**config.mk**
```make
export PLATFORM = sky130hd
export DESIGN_NAME = tpa_reg_arbiter
export DESIGN_NICKNAME = d
export VERILOG_FILES = /design/src/rtl/tpa_pkg.sv /design/src/rtl/tpa_regfile.sv /design/src/rtl/tpa_reg_arbiter.sv
export SDC_FILE = /design/constraint.sdc
export NUM_CORES = 2
export LEC_CHECK = 0
export ABC_AREA = 0
export CAP_MARGIN = 10
export CORE_MARGIN = 1
export CORE_UTILIZATION = 46
export CTS_CLUSTER_DIAMETER = 150
export CTS_CLUSTER_SIZE = 14
export DETAILED_ROUTE_END_ITERATION = 7
export PLACE_DENSITY_LB_ADDON = 0.1
export SLEW_MARGIN = 0
export SYNTH_ARGS = -nofsm -noshare
export SYNTH_HDL_FRONTEND = slang
export SYNTH_SLANG_ARGS = --single-unit
export TNS_END_PERCENT = 5
```
**constraint.sdc**
```tcl
create_clock -name clk -period 4.58 [get_ports clk]
set_input_delay 0.687 -clock clk [delete_from_list [all_inputs] [get_ports clk]]
set_output_delay 0.687 -clock clk [all_outputs]
set_load 0.01 [all_outputs]
```
**src/rtl/tpa_pkg.sv**
```systemverilog
// Shared widths, command encodings and grant/state encoding for the TPA
// register arbiter and its register file.
package tpa_pkg;

  localparam int TPA_ADDR_W = 8;
  localparam int TPA_DATA_W = 16;

  localparam logic CMD_WRITE = 1'b1;
  localparam logic CMD_READ  = 1'b0;

  typedef enum logic [1:0] {
    IDLE      = 2'd0,
    SERVE_RIM = 2'd1,
    SERVE_TWM = 2'd2
  } grant_e;

  function automatic logic [7:0] sat_inc8(input logic [7:0] value);
    return (value == 8'hFF) ? value : value + 8'd1;
  endfunction

endpackage

```
**src/rtl/tpa_regfile.sv**
```systemverilog
// TPA register storage: one synchronous write port, one synchronous read
// port with registered read data; contents are intentionally not reset.
module tpa_regfile
  import tpa_pkg::*;
#(
  parameter int ADDR_W = TPA_ADDR_W,
  parameter int DATA_W = TPA_DATA_W
) (
  input  logic              clk,
  input  logic              wr_en,
  input  logic [ADDR_W-1:0] wr_addr,
  input  logic [DATA_W-1:0] wr_data,
  input  logic              rd_en,
  input  logic [ADDR_W-1:0] rd_addr,
  output logic [DATA_W-1:0] rd_data
);

  logic [DATA_W-1:0] mem_reg [2**ADDR_W];
  logic [DATA_W-1:0] rd_data_reg;

  always_ff @(posedge clk) begin
    if (wr_en) begin
      mem_reg[wr_addr] <= wr_data;
    end
    if (rd_en) begin
      rd_data_reg <= mem_reg[rd_addr];
    end
  end

  assign rd_data = rd_data_reg;

endmodule

```
**src/rtl/tpa_reg_arbiter.sv**
```systemverilog
// Arbitrates single-word RIM and TWM accesses onto one shared register file;
// the registered grant record produces the one-cycle rdy pulses.
module tpa_reg_arbiter
  import tpa_pkg::*;
#(
  parameter int ADDR_W    = TPA_ADDR_W,
  parameter int DATA_W    = TPA_DATA_W,
  parameter int PRIO_MODE = 0
) (
  input  logic              clk,
  input  logic              reset_n,
  input  logic              rim_req,
  input  logic              rim_cmd,
  input  logic [ADDR_W-1:0] rim_addr,
  input  logic [DATA_W-1:0] rim_wdata,
  output logic              rim_rdy,
  output logic [DATA_W-1:0] rim_rdata,
  input  logic              twm_req,
  input  logic              twm_cmd,
  input  logic [ADDR_W-1:0] twm_addr,
  input  logic [DATA_W-1:0] twm_wdata,
  output logic              twm_rdy,
  output logic [DATA_W-1:0] twm_rdata,
  output logic [7:0]        conflict_cnt
);

  grant_e            state_reg, state_next;
  logic              twm_last_reg, twm_last_next;
  logic              rd_pending_reg;
  logic [7:0]        conflict_cnt_reg;
  logic [1:0]        rdy_vec;
  logic              rim_elig, twm_elig, contend;
  logic              acc_valid, acc_cmd;
  logic [ADDR_W-1:0] acc_addr;
  logic [DATA_W-1:0] acc_wdata;
  logic [DATA_W-1:0] rd_data;
  logic [DATA_W-1:0] rdata_vec [2];

  always_ff @(posedge clk) begin
    if (!reset_n) begin
      state_reg        <= IDLE;
      twm_last_reg     <= 1'b1;  // RIM wins the first tie after reset
      rd_pending_reg   <= 1'b0;
      conflict_cnt_reg <= 8'd0;
    end else begin
      state_reg        <= state_next;
      twm_last_reg     <= twm_last_next;
      rd_pending_reg   <= acc_valid && (acc_cmd == CMD_READ);
      conflict_cnt_reg <= contend ? sat_inc8(conflict_cnt_reg) : conflict_cnt_reg;
    end
  end

  // The rdy cycle masks the requester so a held req is not served twice.
  always_comb begin
    rim_elig      = rim_req && !rdy_vec[0];
    twm_elig      = twm_req && !rdy_vec[1];
    contend       = rim_elig && twm_elig;
    state_next    = IDLE;
    twm_last_next = twm_last_reg;
    if (contend) begin
      if (PRIO_MODE != 0) begin
        state_next = SERVE_TWM;
      end else begin
        state_next = twm_last_reg ? SERVE_RIM : SERVE_TWM;
      end
    end else if (rim_elig) begin
      state_next = SERVE_RIM;
    end else if (twm_elig) begin
      state_next = SERVE_TWM;
    end
    if (state_next != IDLE) begin
      twm_last_next = (state_next == SERVE_TWM);
    end
  end

  always_comb begin
    rdy_vec = 2'b00;
    case (state_reg)
      SERVE_RIM: rdy_vec[0] = 1'b1;
      SERVE_TWM: rdy_vec[1] = 1'b1;
      default:   rdy_vec    = 2'b00;
    endcase
  end

  always_comb begin
    acc_valid = (state_next != IDLE);
    acc_cmd   = rim_cmd;
    acc_addr  = rim_addr;
    acc_wdata = rim_wdata;
    if (state_next == SERVE_TWM) begin
      acc_cmd   = twm_cmd;
      acc_addr  = twm_addr;
      acc_wdata = twm_wdata;
    end
  end

  // Gating the write with reset_n drops an access granted in a reset cycle.
  tpa_regfile #(
    .ADDR_W (ADDR_W),
    .DATA_W (DATA_W)
  ) u_regfile (
    .clk     (clk),
    .wr_en   (acc_valid && (acc_cmd == CMD_WRITE) && reset_n),
    .wr_addr (acc_addr),
    .wr_data (acc_wdata),
    .rd_en   (acc_valid && (acc_cmd == CMD_READ)),
    .rd_addr (acc_addr),
    .rd_data (rd_data)
  );

  for (genvar gi = 0; gi < 2; gi++) begin : g_port
    logic [DATA_W-1:0] hold_reg;
    logic              show;

    assign show = rdy_vec[gi] && rd_pending_reg;

    always_ff @(posedge clk) begin
      if (!reset_n) begin
        hold_reg <= '0;
      end else if (show) begin
        hold_reg <= rd_data;
      end
    end

    assign rdata_vec[gi] = show ? rd_data : hold_reg;
  end

  assign rim_rdy      = rdy_vec[0];
  assign twm_rdy      = rdy_vec[1];
  assign rim_rdata    = rdata_vec[0];
  assign twm_rdata    = rdata_vec[1];
  assign conflict_cnt = conflict_cnt_reg;

endmodule
```
==> summary.md <==
| Metric | Value |
|---|---|
| Post-route ant nets | `0` |
| Multi-input logic area | `25900 um2` |
| Die height | `577 um` |
| CP endpoint | `u_regfile.rd_data[2]` |
| Core area | `328000 um2` |
| Flip-flop and latch area | `124000 um2` |
| Part of the power in the clock network | `34.3%` |
| RSZ-0062 raised after global routing | `no` |
| TritonCTS clock tree | `yes` |
| Initial antenna violation count | `26` |
| Vias in the first global route | `86900` |
| Hold WC Path Type | `in -> reg` |
| Drt drc | `19` |
| Final period util | `98.8%` |
| Largest net degree at the start of global routing | `117` |
| Final Cell Area | `178000 um2` |
| Asr flop ratio synth | `0%` |
| Crit path largest cell delay | `0.81 ns` |
| Crit. End Element | `register` |
| Most frequent cell after synthesis | `edfxtp_1` |
| # fillers | `25600` |
| Post-Syn Area | `152000 um2` |
| Global-route wire length before repair | `672000 um` |
| Slowest cell on the critical path | `o41ai_1` |
| I/O pin count | `96` |
| Number of synthesized register bits | `4156` |
| CP startpoint | `state_reg[0]` |
| P_leak | `55.1 nW` |
| Vias | `90200` |
| WP data required | `5.25 ns` |
| Slew headroom | `32.6%` |
| Synthesized Nets | `8761` |
| Die area | `333000 um2` |
| CP Buf/Inv Count | `5` |
| Pint | `58.0 mW` |
| Max_cap viols | `0` |
| EDFF count, synth | `4112` |
| Net Sw Power | `18.3 mW` |
| DRT Pass-1 Iters | `8` |
| Seq/Total Area, Yosys | `81.7%` |
| Proportion of layout cells with a drive suffix above 1 | `16.5%` |
| Synth cell count leaders | `edfxtp_1, nand2_1, a21oi_1` |
| Crit Path Max Fanout | `16` |
| Failing checks | `DRC` |
| Root Driver | `clkbuf_16` |
| Critical setup path kind | `reg -> reg` |
| Flop2flop setup slack | `0.05 ns` |
| Switching share of power | `23.9%` |
| Max reg flops | `4096` |
| Maximum vdd ir drop | `0.314 mV` |
| Number of cells on the critical path | `13` |
| Setup ws final | `0.0545 ns` |
| Logic pwr share | `10.0%` |
| Setup Skew | `0.0511 ns` |
| PnR Total Power | `76.3 mW` |
| Mean routed wirelength per cell | `34.4 um` |
| Remaining Overflow, GRT | `0` |
| Post-DP Area | `168000 um2` |
| CP cell instances | `nand2b_2 -> a21o_1 -> a311o_2 -> buf_12 -> buf_4 -> a222oi_1 -> a21oi_1 -> buf_4 -> o41ai_1 -> buf_4 -> a41oi_1 -> buf_4 -> or4_1` |
| Mean Syn Cell Area | `17.5 um2` |
| P per Cell Area | `429 nW/um2` |
| CTS buffer count | `334` |
| Largest cells by area after synthesis | `edfxtp_1, a222oi_1, a21oi_1, nand2_1, o41ai_1` |
| Least-Margin Pin Slew | `1.01 ns` |
| CTS max path bufs | `4` |
| Cell variety after synth | `47` |
| Buffers on Ports | `95` |
| Reg clk slew, reported paths | `0.07 ns` |
| Setup slack after placement | `-1.11 ns` |
| Final Hold Viols | `0` |
| Initial DRC count | `15200` |
| Worst r2r dst | `u_regfile.rd_data[2]` |
| CP top delay family | `compound AO/OA/AOI/OAI gates` |
| Post-CTS Setup Bufs | `0` |
| Max Clock Freq | `0.221 GHz` |
| Ys flop type | `edfxtp_1` |
| Area Growth Syn to Fin | `16.6%` |
| Cell depth of the worst flop-to-flop path | `13` |
| Post-CTS Hold Fix Bufs | `0` |
| Synth top area share | `81.1%` |
| Worst skew pair latency | `0.95 ns` |
| Max Slew Vio Count | `0` |
| Placer's final routability congestion estimate | `0.865` |
| Setup Viol. Count Final | `0` |
| GRT Util Overall | `28.3%` |
| Clock sinks | `4156` |
| Synthesis Warnings | `0` |
| Setup_tns | `0 ns` |
| Seq pwr share | `55.7%` |
| Minimum clock period after layout | `4.53 ns` |
| Cell taking the most area after synthesis | `edfxtp_1` |
| Mapped Cells | `8706` |
| H-tree depth | `5` |
| Via-to-Cell Ratio | `6.46` |
| Routed WL | `481000 um` |
| Status | `finished with violations` |
| Site Rows | `210` |
| Chip Width | `577 um` |
| Reg2reg start | `state_reg[0]` |
| Fin nets | `9602` |
| Worst path most repeated cell | `buf_4` |
| Arr. time, crit path | `5.19 ns` |
| Starting density of the core | `46.4%` |
| DPL Wire Length | `287000 um` |
| CP startpoint kind | `register` |
[what timing repair did]
item                       CTS  global route
pin swaps                    1            10
setup endpoints to repair   16            15
resized for setup           25            30
gates cloned                 0             0
[logic make-up (layout without fill, tap and decap cells)]
group | after synthesis | in the layout | synth area share (%)
adder cells (fa/ha/maj) | 1 | 1 | 0.00821
AO/OA/AOI/OAI | 2395 | 2395 | 12.2
other | 0 | 25 | 0
buffers and inverters | 658 | 1542 | 2.00
multiplexers | 57 | 57 | 0.418
XOR/XNOR | 6 | 6 | 0.0345
AND/OR/NAND/NOR | 1433 | 1433 | 3.69
flip-flops | 4156 | 4156 | 81.7
[per-stage QoR]
step	utilization [%]	std cells	hold slack, ns
after global placement	51.2	13600	0.484
after global routing	54.1	13900	0.471
final	54.1	14000	0.520
after floorplan	-	8706	0.493
after CTS	54.0	13900	0.445
after detailed placement	51.2	13600	0.514
[worst min-delay path by stage]
stage | start | endpoint | slack (ns) | depth (start not counted)
final | rim_cmd | rd_pending_reg | 0.52 | 3
after global routing | rim_cmd | rd_pending_reg | 0.47 | 3
after CTS | rim_cmd | rd_pending_reg | 0.45 | 3
after detailed placement | conflict_cnt[5] | conflict_cnt[5] | 0.51 | 2
after global placement | conflict_cnt[5] | conflict_cnt[5] | 0.48 | 2
after floorplan | twm_last_reg | twm_last_reg | 0.49 | 2
[final cells by class]
type / count / area share (%)
clock inverters: 19 / 0.155
repair buffers: 1155 / 7.28
diodes: 25 / 0.0352
flip-flops and latches: 4156 / 70.0
multi-input cells: 3892 / 14.6
clock buffers: 360 / 4.87
inverters: 8 / 0.0169
well taps: 4346 / 3.06
[power groups by stage]
stage,Combinational (mW),Clock [mW],Sequential [mW]
6_report,7.63,26.1,42.5
5_1_grt,7.96,27.7,42.5
4_1_cts,7.55,26.5,42.5
3_5_place_dp,7.51,0,43.3
3_3_place_gp,7.42,0,43.3
2_1_floorplan,3.56,0,43.4
[per-layer routing]
metal	vias to the layer above	share of wire, %	routed length, um	track usage (%)
met1	47000	40	193000	39.8
li1	37800	-	-	-
met5	-	0.013	62	0
met2	4723	48	229000	45.5
met3	639	8.8	42100	4.01
met4	8	3.5	16900	9.67
[placed cells by master (no fill, tap or decap), types with 4 or more instances in the layout]
cell,count
edfxtp_1,4112
nand2_1,1051
a21oi_1,1028
a222oi_1,1024
buf_4,735
clkbuf_16,343
buf_12,321
nor2_1,270
o41ai_1,197
clkdlybuf4s50_1,95
o41ai_2,54
dfxtp_1,44
a41oi_1,43
mux2_2,34
and2_1,32
diode_2,25
mux2_8,19
nand2_2,17
clkbuf_1,17
or4_1,16
a41oi_2,12
nand3_1,11
nand2b_1,11
inv_6,11
a41oi_4,9
inv_1,7
nor2b_1,7
o41ai_4,5
o21ai_0,5
nand4_1,4
nor3_1,4
[tightest hold or removal path: stages]
cell and delay (ns):
clkdlybuf4s50_1 0.48, mux2_2 0.20, nor2_1 0.05
No activity file was read; power rests on OpenSTA's default activity.
